--- src/rtl/uart_tx_pkg.sv ---
// Shared types and constants for the UART transmit path.
package uart_tx_pkg;

    localparam int unsigned UART_DATA_W    = 8;
    localparam int unsigned DEF_FIFO_DEPTH = 16;
    localparam int unsigned DEF_DIV_W      = 16;

    typedef enum logic [2:0] {
        IDLE,
        START,
        DATA,
        PARITY,
        STOP,
        BREAK
    } tx_state_e;

    // Parity bit that makes the total count of ones even (or odd when odd=1).
    function automatic logic parityBit(input logic [UART_DATA_W-1:0] d, input logic odd);
        return (^d) ^ odd;
    endfunction

endpackage

--- src/rtl/uart_tx_fifo.sv ---
// Synchronous TX FIFO; pointers carry an extra wrap bit so full/empty/level fall out of the difference.
module uart_tx_fifo
    import uart_tx_pkg::*;
#(
    parameter int unsigned DEPTH = DEF_FIFO_DEPTH,
    parameter int unsigned LVL_W = $clog2(DEPTH) + 1
) (
    input  logic                   pclk,
    input  logic                   presetn,
    input  logic                   push,
    input  logic [UART_DATA_W-1:0] wrData,
    input  logic                   pop,
    output logic [UART_DATA_W-1:0] rdData,
    output logic                   full,
    output logic                   empty,
    output logic [LVL_W-1:0]       level
);

    localparam int unsigned AW = $clog2(DEPTH);

    logic [AW:0]            wrPtr;
    logic [AW:0]            rdPtr;
    logic [UART_DATA_W-1:0] mem [DEPTH];

    always_ff @(posedge pclk or negedge presetn) begin
        if (!presetn) begin
            wrPtr <= '0;
            rdPtr <= '0;
        end else begin
            if (push) wrPtr <= wrPtr + (AW+1)'(1);
            if (pop)  rdPtr <= rdPtr + (AW+1)'(1);
        end
    end

    always_ff @(posedge pclk) begin
        if (push) mem[wrPtr[AW-1:0]] <= wrData;
    end

    assign rdData = mem[rdPtr[AW-1:0]];
    assign level  = LVL_W'(wrPtr - rdPtr);
    assign empty  = (wrPtr == rdPtr);
    assign full   = (level == LVL_W'(DEPTH));

endmodule

--- src/rtl/uart_tx_ctrl.sv ---
// UART transmit scheduler: FIFO-fed frame sequencer paced by a pclk baud divider.
// Optional line-break state enabled by defining UART_TX_BREAK_EN (adds break_i).
module uart_tx_ctrl
    import uart_tx_pkg::*;
#(
    parameter int unsigned FIFO_DEPTH = DEF_FIFO_DEPTH,
    parameter int unsigned DIV_W      = DEF_DIV_W,
    parameter int unsigned LVL_W      = $clog2(FIFO_DEPTH) + 1
) (
    input  logic                   pclk,
    input  logic                   presetn,
    input  logic                   dr_wr_en_i,
    input  logic [UART_DATA_W-1:0] wdata_i,
    input  logic                   tx_en_i,
    input  logic [DIV_W-1:0]       baud_div_i,
    input  logic                   parity_en_i,
    input  logic                   parity_odd_i,
    input  logic                   stop2_i,
`ifdef UART_TX_BREAK_EN
    input  logic                   break_i,
`endif
    output logic                   txd_o,
    output logic                   busy_o,
    output logic                   fifo_full_o,
    output logic                   fifo_empty_o,
    output logic [LVL_W-1:0]       fifo_level_o,
    output logic                   overrun_o
);

    localparam int unsigned IDX_W = $clog2(UART_DATA_W);
    localparam logic [IDX_W-1:0] LAST_IDX = IDX_W'(UART_DATA_W - 1);

    tx_state_e              state;
    logic [UART_DATA_W-1:0] shiftReg;
    logic [UART_DATA_W-1:0] popData;
    logic [IDX_W-1:0]       bitIdx;
    logic [DIV_W-1:0]       baudCnt;
    logic [DIV_W-1:0]       divHold;
    logic                   parEnHold;
    logic                   parBitHold;
    logic                   stop2Hold;
    logic                   stopLeft;
    logic                   fifoFull;
    logic                   fifoEmpty;
    logic                   popC;
    logic                   pushC;
    logic                   bitEnd;

`ifdef UART_TX_BREAK_EN
    assign popC = (state == IDLE) && tx_en_i && !fifoEmpty && !break_i;
`else
    assign popC = (state == IDLE) && tx_en_i && !fifoEmpty;
`endif
    // A pop in the same cycle frees a slot, so a push at full still lands.
    assign pushC  = dr_wr_en_i && (!fifoFull || popC);
    assign bitEnd = (baudCnt == '0);

    uart_tx_fifo #(
        .DEPTH (FIFO_DEPTH),
        .LVL_W (LVL_W)
    ) u_fifo (
        .pclk    (pclk),
        .presetn (presetn),
        .push    (pushC),
        .wrData  (wdata_i),
        .pop     (popC),
        .rdData  (popData),
        .full    (fifoFull),
        .empty   (fifoEmpty),
        .level   (fifo_level_o)
    );

    assign fifo_full_o  = fifoFull;
    assign fifo_empty_o = fifoEmpty;

    always_ff @(posedge pclk or negedge presetn) begin
        if (!presetn) overrun_o <= 1'b0;
        else          overrun_o <= dr_wr_en_i && !pushC;
    end

    // Frame sequencer; line settings are latched at pop and held for the whole frame.
    always_ff @(posedge pclk or negedge presetn) begin
        if (!presetn) begin
            state      <= IDLE;
            shiftReg   <= '0;
            bitIdx     <= '0;
            baudCnt    <= '0;
            divHold    <= '0;
            parEnHold  <= 1'b0;
            parBitHold <= 1'b0;
            stop2Hold  <= 1'b0;
            stopLeft   <= 1'b0;
            txd_o      <= 1'b1;
            busy_o     <= 1'b0;
        end else begin
            if (state inside {START, DATA, PARITY, STOP})
                baudCnt <= bitEnd ? divHold : baudCnt - DIV_W'(1);

            case (state)
                IDLE: begin
`ifdef UART_TX_BREAK_EN
                    if (break_i) begin
                        state  <= BREAK;
                        txd_o  <= 1'b0;
                        busy_o <= 1'b1;
                    end else
`endif
                    if (popC) begin
                        state      <= START;
                        txd_o      <= 1'b0;
                        busy_o     <= 1'b1;
                        shiftReg   <= popData;
                        parBitHold <= parityBit(popData, parity_odd_i);
                        parEnHold  <= parity_en_i;
                        stop2Hold  <= stop2_i;
                        divHold    <= baud_div_i;
                        baudCnt    <= baud_div_i;
                    end
                end
                START: begin
                    if (bitEnd) begin
                        state  <= DATA;
                        bitIdx <= '0;
                        txd_o  <= shiftReg[0];
                    end
                end
                DATA: begin
                    if (bitEnd) begin
                        if (bitIdx == LAST_IDX) begin
                            if (parEnHold) begin
                                state <= PARITY;
                                txd_o <= parBitHold;
                            end else begin
                                state    <= STOP;
                                txd_o    <= 1'b1;
                                stopLeft <= stop2Hold;
                            end
                        end else begin
                            shiftReg <= shiftReg >> 1;
                            txd_o    <= shiftReg[1];
                            bitIdx   <= bitIdx + IDX_W'(1);
                        end
                    end
                end
                PARITY: begin
                    if (bitEnd) begin
                        state    <= STOP;
                        txd_o    <= 1'b1;
                        stopLeft <= stop2Hold;
                    end
                end
                STOP: begin
                    if (bitEnd) begin
                        if (stopLeft) begin
                            stopLeft <= 1'b0;
                        end else begin
                            state  <= IDLE;
                            busy_o <= 1'b0;
                            txd_o  <= 1'b1;
                        end
                    end
                end
`ifdef UART_TX_BREAK_EN
                BREAK: begin
                    if (!break_i) begin
                        state  <= IDLE;
                        txd_o  <= 1'b1;
                        busy_o <= 1'b0;
                    end
                end
`endif
                default: begin
                    state  <= IDLE;
                    txd_o  <= 1'b1;
                    busy_o <= 1'b0;
                end
            endcase
        end
    end

endmodule

--- config.mk ---
export PLATFORM = sky130hd
export DESIGN_NAME = uart_tx_ctrl
export DESIGN_NICKNAME = d
export VERILOG_FILES = /design/src/rtl/uart_tx_pkg.sv /design/src/rtl/uart_tx_fifo.sv /design/src/rtl/uart_tx_ctrl.sv
export SDC_FILE = /design/constraint.sdc
export NUM_CORES = 1
export LEC_CHECK = 0
export ABC_AREA = 1
export CAP_MARGIN = 5
export CORE_MARGIN = 3
export CORE_UTILIZATION = 43
export CTS_BUF_LIST = sky130_fd_sc_hd__clkbuf_2
export CTS_CLUSTER_SIZE = 28
export DETAILED_ROUTE_END_ITERATION = 6
export DONT_BUFFER_PORTS = 1
export GPL_TIMING_DRIVEN = 0
export MAX_ROUTING_LAYER = met4
export REMOVE_ABC_BUFFERS = 1
export SYNTH_ARGS = -nofsm -noshare
export SYNTH_HDL_FRONTEND = slang
export SYNTH_SLANG_ARGS = --single-unit
export TNS_END_PERCENT = 50
--- constraint.sdc ---
create_clock -name pclk -period 4.8 [get_ports pclk]
set_input_delay 0.72 -clock pclk [delete_from_list [all_inputs] [get_ports pclk]]
set_output_delay 0.72 -clock pclk [all_outputs]
set_load 0.05 [all_outputs]
==> out/results.tsv, run 1 <==
metric	value	unit
die width	152	um
CP most frequent cell	nand2_1	
dominant cells by area after synthesis	edfxtp_1 42%, dfrtp_1 17%, nand2_1 13%, inv_1 5.8%, o21ai_0 3.9%	
Most used DFF post-synth	edfxtp_1	
Initial DRC Count	371	
Routability Congestion	0.807	
Detail Route Antenna Nets	0	
All-Layer GR Usage	18.7	%
flops & latches, synth	191	
area occupied by registers	0.00543	mm^2
CTS H-tree lvls	4	
final net count	1086	
final hold slack	0.0823	ns
total wire length	20600	um
GRT overflow	0	
Area growth syn-to-layout	8.89	%
Core Region	0.0206	mm^2
Cell Area, Synth	0.00920	mm^2
post-synthesis async set-or-reset flop share	33.0	%
Arr. time, crit path	4.88	ns
startpoint types	flop	
DRT Pass-1 Iters	5	
first-pass GRT wire length	33100	um
worst-margin pin slew	1.15	ns
yosys warns	0	
PwrDens	653	mW/mm^2
cell row count	52	
area of the multi-input gates	0.00308	mm^2
Worst VDD drop	0.000527	V
EDFF count, synth	128	
most frequent cell after synthesis	nand2_1	
DIE HEIGHT	152	um
drt drc	0	
Seq/Total Area, Yosys	58.9	%
initial core utilization	44.6	%
CP max FO	36	
initial antenna violation count	1	
Inst Count DP	1265	
WL/cell	15.5	um
# clock sinks	191	
clock buffer depth	2	
Crit path max-delay family	simple AND/OR/NAND/NOR gates	
fillers	1889	
delay of the slowest critical-path stage	0.75	ns
share of layout cells above drive strength 1	6.17	%
final worst-path cycle share	92.6	%
Synth Instances	1026	
via count	6510	
Mean Syn Cell Area	8.97	um^2
setup violators final	0	
CP max stage cell	dfrtp_4	
Max-Cap Viols	0	
post-synth cell types	44	
top-area cell type share of the netlist area	41.8	%
vias in the first global route	6129	
clk_lat worst skew	0.78	ns
clock transition at the registers of the reported paths	0.30	ns
Fin. Hold Viols	0	
Req. time, crit path	5.24	ns
io pins	41	
r2r setup slk	0.36	ns
Non-Filler Instances	1325	
largest net degree at the start of global routing	64	
nature of the critical path endpoint	flop	
CP Class	reg2reg	
CTS tree	done	
CP bufs+invs	4	
post-DP HPWL	12700	um
Synth area leader	edfxtp_1	
PortBufs	0	
Post-synth top cells	321 x nand2_1, 143 x inv_1, 128 x edfxtp_1	
status	completed	
Num CTS Buffers	17	
die area	0.0232	mm^2
clk_skew	0.0460	ns
CP Cell Sequence	inv_2 -> ha_1 -> nand2_1 -> nor3_2 -> buf_6 -> inv_1 -> nand3_2 -> nand2_1 -> nand2_1 -> inv_1 -> nand2_1 -> nor2_1	
Hold Path Class	in2reg	
min Tclk post-route	4.44	ns
unrepaired setup endpoints after global routing	false	
leakage power figure	4.48	nW
Slew HR	23.1	%
Fmax achieved	225	MHz
clock root buffer	clkbuf_2	
drt via density	4.91	
Slew Limit Fails	0	
## cells in the final DEF (no fill, tap or decap), drive strengths merged, types with 9 or more instances in the layout
cell,instances
xor2,12
dlygate4sd3,25
nand2,323
clkbuf,17
nor3,9
dfrtp,62
nor2,89
a21oi,29
nand3,66
inv,157
o21ai,73
ha,13
edfxtp,128
## logic make-up (layout without fill, tap and decap cells)
| group | after synthesis | after routing | synth area share (%) |
|---|---|---|---|
| adder cells (fa/ha/maj) | 14 | 14 | 1.99 |
| buffers and inverters | 185 | 213 | 7.89 |
| multiplexers | 2 | 2 | 0.245 |
| XOR/XNOR | 17 | 17 | 1.62 |
| flip-flops | 191 | 191 | 58.9 |
| AND/OR/NAND/NOR | 495 | 495 | 22.0 |
| AO/OA/AOI/OAI | 122 | 122 | 7.34 |
| other | 0 | 1 | 0 |
## power breakdown
part / total, mW / switching (mW) / leakage [nW] / internal, mW
Combinational: 3.23 / 2.26 / 2.39 / 0.971
Clock: 0.848 / 0.652 / 0.160 / 0.195
Sequential: 2.46 / 0.332 / 1.93 / 2.13
Total: 6.54 / 3.25 / 4.48 / 3.30
## through the flow
stage,utilization [%],worst slack [ns],instance area (um^2),power [mW],TNS (ns)
after floorplan,-,0.210,9040,4.78,0
after global placement,45.5,-1.89,9380,5.53,-236.70
after detailed placement,45.7,-0.117,9430,5.65,-4.24
after CTS,48.5,0.00107,10000,6.58,0
after global routing,48.6,0.00371,10000,7.14,0
final,48.6,0.357,10000,6.54,0
## per-layer routing
layer  global-route usage [%]  up-vias  part of all wire, %
met5                        -        -                    0
met4                     4.45        0                 0.92
met3                     3.35       17                  4.2
met2                     29.5      122                   48
met1                     25.3     3035                   47
li1                         -     3336                    -
## path summary, 6_finish.rpt
| path | start | end | cells after the start |
|---|---|---|---|
| min reg2reg | u_fifo.wrPtr[4] | u_fifo.wrPtr[4] | 1 |
| max in group asynchronous | presetn | u_fifo.rdPtr[1] | 2 |
| max | u_fifo.rdPtr[1] | u_fifo.mem[5][1] | 12 |
| min in group asynchronous | presetn | u_fifo.rdPtr[0] | 2 |
| min | baud_div_i[14] | baudCnt[14] | 2 |
| max reg2reg | u_fifo.rdPtr[1] | u_fifo.mem[5][1] | 12 |
## worst register-to-register path, cell delays in order, from the launching register on
cell     delay (ns)
dfrtp_4        0.75
inv_2          0.60
ha_1           0.39
nand2_1        0.09
nor3_2         0.05
buf_6          0.16
inv_1          0.08
nand3_2        0.53
nand2_1        0.30
nand2_1        0.11
inv_1          0.18
nand2_1        0.20
nor2_1         0.69
## registers in the layout, indices dropped and copies added (netlist names)
register / flops
overrun_o: 1
state: 3
busy_o: 1
stopLeft: 1
bitIdx: 3
u_fifo.rdPtr: 5
divHold: 16
u_fifo.wrPtr: 5
parBitHold: 1
parEnHold: 1
txd_o: 1
shiftReg: 8
u_fifo.mem: 128
baudCnt: 16
stop2Hold: 1
## timing repair
item	CTS	global route
hold buffers	25	1
setup endpoints to repair	86	127
gates resized for setup	3	5
gates cloned	1	0
setup buffers	0	0
pin swaps	0	0
endpoints found under the hold margin	213	1
## final cells by class
cell class	count	area share, %
repair inverters	1	0.0499
repair buffers	30	3.23
flip-flops and latches	191	54.2
clock buffers	17	0.849
inverters	150	5.68
diodes	1	0.0250
clock inverters	15	1.91
well taps	270	3.37
multi-input cells	650	30.7
Note: power is estimated with default switching activity, not from simulation.
==> run 2: changes to the inputs <==
GPL_ROUTABILITY_DRIVEN = 0   (was not set)
==> results of run 2 <==
Same layout as run 1: the final DEF is identical, and so are final timing and power.
